<file path="src/rtl/rr_sel_if.sv">
// Request/grant bundle between the requesters, the consumer and the round-robin arbiter.
interface rr_sel_if #(
  parameter int unsigned WIDTH = 6,
  parameter int unsigned IDX_W = 3
);
  logic [WIDTH-1:0] req;
  logic             ack;
  logic [WIDTH-1:0] grant;
  logic [IDX_W-1:0] grant_idx;
  logic             grant_valid;
  logic             timeout;

  // Arbiter side drives the grant/sel outputs.
  modport master (
    input  req,
    input  ack,
    output grant,
    output grant_idx,
    output grant_valid,
    output timeout
  );

  // Requester/consumer side.
  modport slave (
    output req,
    output ack,
    input  grant,
    input  grant_idx,
    input  grant_valid,
    input  timeout
  );
endinterface

</file>
<file path="src/rtl/rr_sel_arbiter.sv">
// Round-robin arbiter producing a registered one-hot mux select, held until ack,
// with a hold timeout that force-releases a stalled grant.
module rr_sel_arbiter #(
  parameter int unsigned WIDTH    = 6,
  parameter int unsigned IDX_W    = 3,
  parameter int unsigned MAX_HOLD = 15,
  parameter int unsigned CNT_W    = 4
) (
  input  logic      clk,
  input  logic      rst_n,
  rr_sel_if.master  bus
);

  localparam logic [CNT_W-1:0] HOLD_LAST = CNT_W'((MAX_HOLD == 32'd0) ? 32'd0 : MAX_HOLD - 32'd1);
  localparam logic [IDX_W-1:0] LAST_IDX  = IDX_W'(WIDTH - 32'd1);
  localparam bit               HOLD_EN   = (MAX_HOLD != 32'd0);

  typedef enum logic {IDLE, BUSY} state_t;

  state_t           state;
  logic [IDX_W-1:0] ptr;
  logic [CNT_W-1:0] hold_cnt;

  logic [IDX_W-1:0] nxt_ptr_c;
  logic             idle_hit_c;
  logic [IDX_W-1:0] idle_idx_c;
  logic             ack_hit_c;
  logic [IDX_W-1:0] ack_idx_c;

  // Circular first-set search from base; iterating downward lets the lowest offset win.
  function automatic logic [IDX_W:0] pick(input logic [WIDTH-1:0] r,
                                          input logic [IDX_W-1:0] base);
    logic [IDX_W:0] res;
    int unsigned    cand;
    res = '0;
    for (int unsigned k = WIDTH; k > 0; k--) begin
      cand = 32'(base) + k - 32'd1;
      if (cand >= WIDTH) cand = cand - WIDTH;
      if (r[cand[IDX_W-1:0]]) res = {1'b1, cand[IDX_W-1:0]};
    end
    return res;
  endfunction

  // Two lookups: from ptr when idle, and from the post-service pointer for back-to-back grants.
  always_comb begin
    nxt_ptr_c                = (bus.grant_idx == LAST_IDX) ? '0 : bus.grant_idx + 1'b1;
    {idle_hit_c, idle_idx_c} = pick(bus.req, ptr);
    {ack_hit_c,  ack_idx_c}  = pick(bus.req, nxt_ptr_c);
  end

  always_ff @(posedge clk) begin
    if (!rst_n) begin
      state           <= IDLE;
      ptr             <= '0;
      hold_cnt        <= '0;
      bus.grant       <= '0;
      bus.grant_idx   <= '0;
      bus.grant_valid <= 1'b0;
      bus.timeout     <= 1'b0;
    end else begin
      bus.timeout <= 1'b0;
      case (state)
        IDLE: begin
          if (idle_hit_c) begin
            bus.grant       <= WIDTH'(1) << idle_idx_c;
            bus.grant_idx   <= idle_idx_c;
            bus.grant_valid <= 1'b1;
            hold_cnt        <= '0;
            state           <= BUSY;
          end
        end
        BUSY: begin
          if (bus.ack) begin
            ptr      <= nxt_ptr_c;
            hold_cnt <= '0;
            if (ack_hit_c) begin
              bus.grant     <= WIDTH'(1) << ack_idx_c;
              bus.grant_idx <= ack_idx_c;
            end else begin
              bus.grant       <= '0;
              bus.grant_idx   <= '0;
              bus.grant_valid <= 1'b0;
              state           <= IDLE;
            end
          end else if (HOLD_EN) begin
            // Forced release leaves one idle cycle; no re-grant on this edge.
            if (hold_cnt == HOLD_LAST) begin
              bus.timeout     <= 1'b1;
              ptr             <= nxt_ptr_c;
              hold_cnt        <= '0;
              bus.grant       <= '0;
              bus.grant_idx   <= '0;
              bus.grant_valid <= 1'b0;
              state           <= IDLE;
            end else begin
              hold_cnt <= hold_cnt + 1'b1;
            end
          end
        end
        default: state <= IDLE;
      endcase
    end
  end

endmodule

</file>
<file path="src/flat_wrapper.sv">
// flat-port wrapper written by rule: the top's interface ports become plain ports
module rr_sel_arbiter_flat 
#(
  parameter int unsigned WIDTH    = 6,
  parameter int unsigned IDX_W    = 3,
  parameter int unsigned MAX_HOLD = 15,
  parameter int unsigned CNT_W    = 4
)
  (clk, rst_n, bus_req, bus_ack, bus_grant, bus_grant_idx, bus_grant_valid, bus_timeout);
  rr_sel_if #(.WIDTH(WIDTH), .IDX_W(IDX_W)) bus_i ();
  input  logic clk;
  input  logic rst_n;
  input wire logic [$bits(bus_i.req)-1:0] bus_req;
  input wire logic [$bits(bus_i.ack)-1:0] bus_ack;
  output wire logic [$bits(bus_i.grant)-1:0] bus_grant;
  output wire logic [$bits(bus_i.grant_idx)-1:0] bus_grant_idx;
  output wire logic [$bits(bus_i.grant_valid)-1:0] bus_grant_valid;
  output wire logic [$bits(bus_i.timeout)-1:0] bus_timeout;
  assign bus_i.req = bus_req;
  assign bus_i.ack = bus_ack;
  assign bus_grant = bus_i.grant;
  assign bus_grant_idx = bus_i.grant_idx;
  assign bus_grant_valid = bus_i.grant_valid;
  assign bus_timeout = bus_i.timeout;
  rr_sel_arbiter #(.WIDTH(WIDTH), .IDX_W(IDX_W), .MAX_HOLD(MAX_HOLD), .CNT_W(CNT_W)) u_core (.clk(clk), .rst_n(rst_n), .bus(bus_i));
endmodule
</file>
<file path="config.mk">
export PLATFORM = sky130hd
export DESIGN_NAME = rr_sel_arbiter_flat
export DESIGN_NICKNAME = d
export VERILOG_FILES = /design/src/rtl/rr_sel_if.sv /design/src/rtl/rr_sel_arbiter.sv /design/src/flat_wrapper.sv
export SDC_FILE = /design/constraint.sdc
export NUM_CORES = 1
export LEC_CHECK = 0
export CAP_MARGIN = 15
export CELL_PAD_IN_SITES_DETAIL_PLACEMENT = 0
export CELL_PAD_IN_SITES_GLOBAL_PLACEMENT = 1
export CORE_UTILIZATION = 40
export CTS_CLUSTER_DIAMETER = 60
export DETAILED_ROUTE_END_ITERATION = 12
export PLACE_DENSITY = 0.83
export SLEW_MARGIN = 20
export SYNTH_ARGS = -nofsm -noshare
export SYNTH_HDL_FRONTEND = slang
export SYNTH_SLANG_ARGS = --single-unit
</file>
<file path="constraint.sdc">
create_clock -name clk -period 4.1 [get_ports clk]
set_input_delay 0.82 -clock clk [delete_from_list [all_inputs] [get_ports clk]]
set_output_delay 0.82 -clock clk [all_outputs]
set_load 0.1 [all_outputs]
</file>
# --- Word-level counts from Yosys, hierarchy flattened ---
# Index checks and enable logic that the tools add are counted.
totals:
  reg_bits: 19
  inputBits: 9
  out_inout_bits: 11
  wordCells: 159
classes:
  shifts: 2
  n_bitwise: 2
  n_eq_ne: 5
  mux: 76
  reduce_logical: 5
  magnitude_cmp: 24
  n_addsub: 38
op_table:
  columns: ["cell", "count"]
  rows:
  - ["32-bit by 3-bit >= comparator with 1-bit output, second input constant", 12]
  - ["4-bit two-way mux", 15]
  - ["4-bit by 1-bit subtractor with 5-bit output, second input constant", 12]
  - ["3-bit two-way mux", 19]
  - ["3-bit by 4-bit less-than comparator with 1-bit output, second input constant", 12]
  - ["1-bit binary-select mux with 3-bit select", 12]
  - ["3-bit subtractor, second input constant", 12]
  - ["3-bit by 3-bit adder with 4-bit output, second input constant", 6]
  - ["6-bit two-way mux", 4]
  - ["1-bit two-way mux", 21]
  - ["3-bit by 2-bit adder with 4-bit output, second input constant", 4]
  - ["6-bit case mux with 2 select lines", 1]
  - ["1-bit by 3-bit left shift with 6-bit output, first input constant", 2]
  - ["3-bit by 1-bit adder with 4-bit output, second input constant", 2]
  - ["4-bit case mux with 2 select lines", 1]
  - ["3-bit != test, second input constant", 2]
  - ["3-bit case mux with 2 select lines", 1]
  - ["4-bit by 1-bit adder with 4-bit output, second input constant", 1]
  - ["4-bit equality test, second input constant", 1]
  - ["1-bit case mux with 2 select lines", 2]
  - ["2-bit AND reduction", 2]
  - ["3-bit by 1-bit adder with 3-bit output, second input constant", 1]
  - ["3-bit equality test, second input constant", 1]
  - ["3-bit AND reduction", 1]
  - ["other kinds (4)", 5]

# --- Longest topological paths before layout ---
depth:
  ltp_word: 18
  mapped_depth: 18
  depth_no_buf: 14

# --- Worst setup path after synthesis ---
# OpenSTA, ideal clock, no wires.
synth_path:
  path_type: "reg-to-reg"
  startpoint: "register u_core.bus.grant_idx[0]"
  endpoint: "register u_core.bus.grant[1]"
  t_required_ps: 3978
  path_slack_ps: -139
  setup_time_ps: 122
  path_buffers: 3
  t_arrival_ps: 4117
  stages_incl_launch_ff: 18
  period_less_slack_ps: 4239
  cell_sequence: "dfxtp_1 -> buf_6 -> buf_6 -> buf_2 -> inv_1 -> nand2_1 -> o21ai_0 -> inv_1 -> ha_1 -> or2_1 -> o211a_1 -> a211o_1 -> o21ai_0 -> nor2_1 -> a221o_1 -> a21oi_2 -> nor4_1 -> a221o_1"
synth_between:
  elab_chain_cells: 18
  elab_cells_between_ends: 55
synth_rtl:
  columns: ["item", "line_no", "source"]
  rows:
  - ["start, declared", "rr_sel_if.sv:18", "output grant_idx,"]
  - ["start signal, assigned", "rr_sel_arbiter.sv:66", "bus.grant_idx <= idle_idx_c;"]
  - ["start signal, assigned", "rr_sel_arbiter.sv:78", "bus.grant_idx <= ack_idx_c;"]
  - ["3-bit by 1-bit adder with 3-bit output or 3-bit equality test (tied branches)", "rr_sel_arbiter.sv:46", "nxt_ptr_c = (bus.grant_idx == LAST_IDX) ? '0 : bus.grant_idx + 1'b1;"]
  - ["3-bit two-way mux *", "rr_sel_arbiter.sv:46", null]
  - ["via u_core.nxt_ptr_c[1]", "rr_sel_arbiter.sv:24", "logic [IDX_W-1:0] nxt_ptr_c;"]
  - ["3-bit by 3-bit adder with 4-bit output", "rr_sel_arbiter.sv:37", "cand = 32'(base) + k - 32'd1;"]
  - ["4-bit by 1-bit subtractor with 5-bit output", "rr_sel_arbiter.sv:37", null]
  - ["32-bit by 3-bit >= comparator with 1-bit output or 3-bit subtractor (tied branches)", "rr_sel_arbiter.sv:38", "if (cand >= WIDTH) cand = cand - WIDTH;"]
  - ["3-bit two-way mux", "rr_sel_arbiter.sv:38", null]
  - ["1-bit binary-select mux with 3-bit select", "rr_sel_arbiter.sv:39", "if (r[cand[IDX_W-1:0]]) res = {1'b1, cand[IDX_W-1:0]};"]
  - ["1-bit two-way mux (implied by the code)", "rr_sel_arbiter.sv:39", null]
  - ["4-bit two-way mux (5 in series)", "rr_sel_arbiter.sv:39", null]
  - ["4-bit two-way mux *", "rr_sel_arbiter.sv:39", null]
  - ["1-bit by 3-bit left shift with 6-bit output", "rr_sel_arbiter.sv:77", "bus.grant <= WIDTH'(1) << ack_idx_c;"]
  - ["6-bit two-way mux *", "rr_sel_arbiter.sv:76", "if (ack_hit_c) begin"]
  - ["6-bit two-way mux *", "rr_sel_arbiter.sv:73", "if (bus.ack) begin"]
  - ["6-bit case mux with 2 select lines *", "rr_sel_arbiter.sv:62", "case (state)"]
  - ["end signal, assigned", "rr_sel_arbiter.sv:65", "bus.grant <= WIDTH'(1) << idle_idx_c;"]
  - ["end signal, assigned", "rr_sel_arbiter.sv:77", null]
  - ["end, declared", "rr_sel_if.sv:17", "output grant,"]
# The timed path passes the listed nets; every way through them passes the cells marked *. The select of a mux whose other input is x is not followed.
# A chain may end at the register's enable or synchronous reset.

# --- Final worst setup path ---
layout_path:
  startpoint: "register u_core.bus.grant_idx[0]"
  endpoint: "register u_core.bus.grant[3]"
layout_between:
  elab_chain_cells: 18
  elab_cells_between_ends: 55
layout_rtl:
  columns: ["item", "line_no"]
  rows:
  - ["3-bit by 1-bit adder with 3-bit output or 3-bit equality test (tied branches)", "rr_sel_arbiter.sv:46"]
  - ["3-bit two-way mux *", "rr_sel_arbiter.sv:46"]
  - ["3-bit by 3-bit adder with 4-bit output", "rr_sel_arbiter.sv:37"]
  - ["4-bit by 1-bit subtractor with 5-bit output", "rr_sel_arbiter.sv:37"]
  - ["32-bit by 3-bit >= comparator with 1-bit output or 3-bit subtractor (tied branches)", "rr_sel_arbiter.sv:38"]
  - ["3-bit two-way mux", "rr_sel_arbiter.sv:38"]
  - ["1-bit binary-select mux with 3-bit select", "rr_sel_arbiter.sv:39"]
  - ["1-bit two-way mux (implied by the code)", "rr_sel_arbiter.sv:39"]
  - ["4-bit two-way mux (5 in series)", "rr_sel_arbiter.sv:39"]
  - ["4-bit two-way mux *", "rr_sel_arbiter.sv:39"]
  - ["1-bit by 3-bit left shift with 6-bit output", "rr_sel_arbiter.sv:77"]
  - ["6-bit two-way mux *", "rr_sel_arbiter.sv:76"]
  - ["6-bit two-way mux *", "rr_sel_arbiter.sv:73"]
  - ["6-bit case mux with 2 select lines *", "rr_sel_arbiter.sv:62"]
# Mark *: on every way between the ends. The rest lies on a longest branch, timed or not. The select of a mux whose other input is x is not followed.

==> impl_metrics.env <==
export IMPL_fin_ws_ps=277.8
export IMPL_port_buffers=19
export IMPL_multiInputGateArea_sq_um=2218
export IMPL_core_rowCount=29
export IMPL_fill_cells=641
export IMPL_switching_share_pct=55.33
export IMPL_place_congestion=0.8493
export IMPL_synth_cells=354
export IMPL_peakVddDrop_mv=0.6655
export IMPL_synth_avg_cell_area_sq_um=7.779
export IMPL_pwr_share_clk_pct=6.4
export IMPL_crit_chain="buf_4, and2b_1, a21oi_1, buf_4, ha_1, nand2b_1, mux2i_4, nand2_1, or4b_1, a311oi_2, a311oi_1, o21ai_2, nand2_1, o311ai_1"
export IMPL_crit_type="reg2reg"
export IMPL_die_w_microns=84.98
export IMPL_drv_cap=0
export IMPL_min_period_ps=3822
export IMPL_design_portCount=20
export IMPL_setup_viol=0
export IMPL_cp_max_fo=30
export IMPL_status="completed"
export IMPL_drc=0
export IMPL_dp_hpwl_microns=5558
export IMPL_num_antenna_cells=0
export IMPL_initial_core_util_pct=42.40
export IMPL_final_layout_size_suffix_gt1_share_pct=11.86
export IMPL_fin_hold_ws_ps=463.7
export IMPL_clock_sinks=19
export IMPL_worst_pin_slew_ps=977.0
export IMPL_track_usage_pct=20.14
export IMPL_preCtsSetupSlack_ps=150.8
export IMPL_routed_wl_microns=7159
export IMPL_fin_setup_tns_ps=0
export IMPL_rsz0062_at_grt="false"
export IMPL_p_total_mw=2.084
export IMPL_dp_cells=444
export IMPL_nets=397
export IMPL_synthToLayoutAreaGrowth_pct=11.63
export IMPL_clk_pin_slew_ps=70
export IMPL_synth_edff_count=0
export IMPL_max_slew_margin_pct=34.67
export IMPL_internal_power_mw=0.9308
export IMPL_end_kind="flop"
export IMPL_yosysWarnings=0
export IMPL_vias_per_cell=6.143
export IMPL_slowest_delay_ps=570
export IMPL_synth_async_reset_ratio_pct=0
export IMPL_cts_root_buf="clkbuf_8"
export IMPL_slew_violations=0
export IMPL_hold_viol=0
export IMPL_synthDistinctLibCells=87
export IMPL_leakage_nw=1.149
export IMPL_clkLatencyLatePin_ps=260
export IMPL_grt_ovfl_total=0
export IMPL_cp_arrival_ps=3990
export IMPL_min_period_over_period_pct=93.23
export IMPL_hold_path_class="reg2reg"
export IMPL_first_pass_iters=6
export IMPL_cts_tree="yes"
export IMPL_grt_max_degree=31
export IMPL_worstSetupStartpointType="flop"
export IMPL_die_h_microns=84.98
export IMPL_p_switching_mw=1.153
export IMPL_crit_required_ps=4260
export IMPL_skew_ps=1.010
export IMPL_p_comb_share_pct=81.6
export IMPL_drt_iter0_drc=181
export IMPL_synthesis_area_sq_um=2754
export IMPL_ys_seq_elements=19
export IMPL_seq_area_sq_um=381.6
export IMPL_synth_ff_type="dfxtp_1"
export IMPL_grt_pass1_wl_microns=11810
export IMPL_crit_slowest_cell="or4b_1"
export IMPL_core_region_area_sq_um=6495
export IMPL_dieArea_sq_um=7221
export IMPL_synth_seq_area_share_pct=13.81
export IMPL_htreeDepth=1
export IMPL_pwr_share_seq_pct=12.1
export IMPL_via_count=2752
export IMPL_ant_nets=0
export IMPL_wl_per_cell_microns=15.98
export IMPL_syn_num_nets=379
export IMPL_grt_pass1_vias=2473
export IMPL_cts_buffer_depth=2
export IMPL_fin_cells=448
export IMPL_cts_made_buffers=3
export IMPL_antenna_found_initial=0
export IMPL_power_density_nw_per_um2=677.8
export IMPL_max_freq_mhz=261.6
-- final timing paths --
kind / start / end / slack, ps / depth (start not counted)
worst max-delay path: u_core.bus.grant_idx[0] / u_core.bus.grant[3] / 280 / 14
worst min-delay path: u_core.bus.grant_idx[0] / u_core.bus.grant_idx[0] / 460 / 2
worst max register to register: u_core.bus.grant_idx[0] / u_core.bus.grant[3] / 280 / 14
worst min register to register: u_core.bus.grant_idx[0] / u_core.bus.grant_idx[0] / 460 / 2
-- flip-flops by register name (all words and copies together) (netlist names) --
signal / count
u_core.bus.grant: 6
u_core.hold_cnt: 4
u_core.bus.grant_idx: 3
u_core.ptr: 3
u_core.bus.grant_valid: 1
u_core.bus.timeout: 1
u_core.state: 1
-- cells by family (layout without fill, tap and decap cells) --
kind of cell / Yosys count / in the layout / share of synthesized area (%)
flip-flops: 19 / 19 / 13.81
adder cells (fa/ha/maj): 17 / 17 / 7.633
multiplexers: 26 / 26 / 10.59
buffers and inverters: 31 / 48 / 5.952
AO/OA/AOI/OAI: 116 / 116 / 30.12
XOR/XNOR: 8 / 8 / 3.089
AND/OR/NAND/NOR: 137 / 137 / 28.81
-- synth_stat cells (6+ instances only) --
cell,count,area [sq um]
nand2_1,27,101.4
nor2_1,26,97.59
a21oi_1,25,125.1
dfxtp_1,19,380.4
ha_1,16,200.2
mux2i_1,15,150.1
o21ai_0,15,75.07
inv_1,12,45.04
nand3_1,11,55.05
nor2b_1,9,56.30
clkbuf_1,7,26.28
nor3_1,7,35.03
a211oi_1,6,45.04
nand2b_1,6,37.54
-- metal layers --
metal,part of all wire [%],GRT usage (%),up-vias
met5,0,0,-
met4,1.3,5.855,0
met3,4.2,1.362,10
met2,44,32.84,70
met1,50,28.50,1287
li1,-,-,1385
-- cell type report --
class	count	area share (%)
Clock buffer	4	1.465
Inverter	12	1.465
Multi-Input combinational cell	304	72.16
Sequential cell	19	12.41
Tap cell	77	3.134
Timing Repair Buffer	32	9.361
-- power groups by stage --
stage / logic (mW) / clock network [mW] / registers [mW]
5_1_grt: 1.86 / 0.143 / 0.257
4_1_cts: 1.66 / 0.137 / 0.251
2_1_floorplan: 1.13 / 0 / 0.448
3_3_place_gp: 1.64 / 0 / 0.255
6_report: 1.70 / 0.133 / 0.251
3_5_place_dp: 1.65 / 0 / 0.255
-- critical path, delay by kind of cell, from the launching register on --
| kind | cells | cell delay, ps |
|---|---|---|
| AOI/OAI and AO/OA | 5 | 1170 |
| adders and majority gates | 1 | 210 |
| and+or+nand+nor | 5 | 1250 |
| buffers and inverters | 2 | 480 |
| DFF | 1 | 340 |
| muxes | 1 | 250 |
-- metrics by stage --
| step | area [sq um] | util (%) |
|---|---|---|
| after CTS | 3065 | 47.20 |
| after global placement | 3020 | 46.50 |
| after global routing | 3074 | 47.33 |
| after detailed placement | 3020 | 46.50 |
| after floorplan | 2755 | - |
| final | 3074 | 47.33 |
-- repair_timing --
action                                 in CTS  in global routing
gates resized for setup                     0                  3
setup endpoints to repair                   0                  3
buffers inserted                            0                  0
endpoints found under the hold margin       0                  0
hold buffers                                0                  0
-- cell usage in the layout, fill, tap and decap left out, drive strengths merged, types with 5 or more instances in the layout --
cell type / Yosys / final
nand2: 27 / 27
a21oi: 27 / 27
nor2: 26 / 26
o21ai: 20 / 20
clkdlybuf4s50: 0 / 19
dfxtp: 19 / 19
mux2i: 17 / 17
ha: 16 / 16
buf: 12 / 13
inv: 12 / 12
nand3: 11 / 11
nor2b: 9 / 9
mux2: 9 / 9
nor3: 7 / 7
a211oi: 7 / 7
nand2b: 6 / 6
xnor2: 6 / 6
or2: 6 / 6
a21o: 5 / 5
a31oi: 5 / 5
or3: 5 / 5
Note: power is estimated with default switching activity, not from simulation.
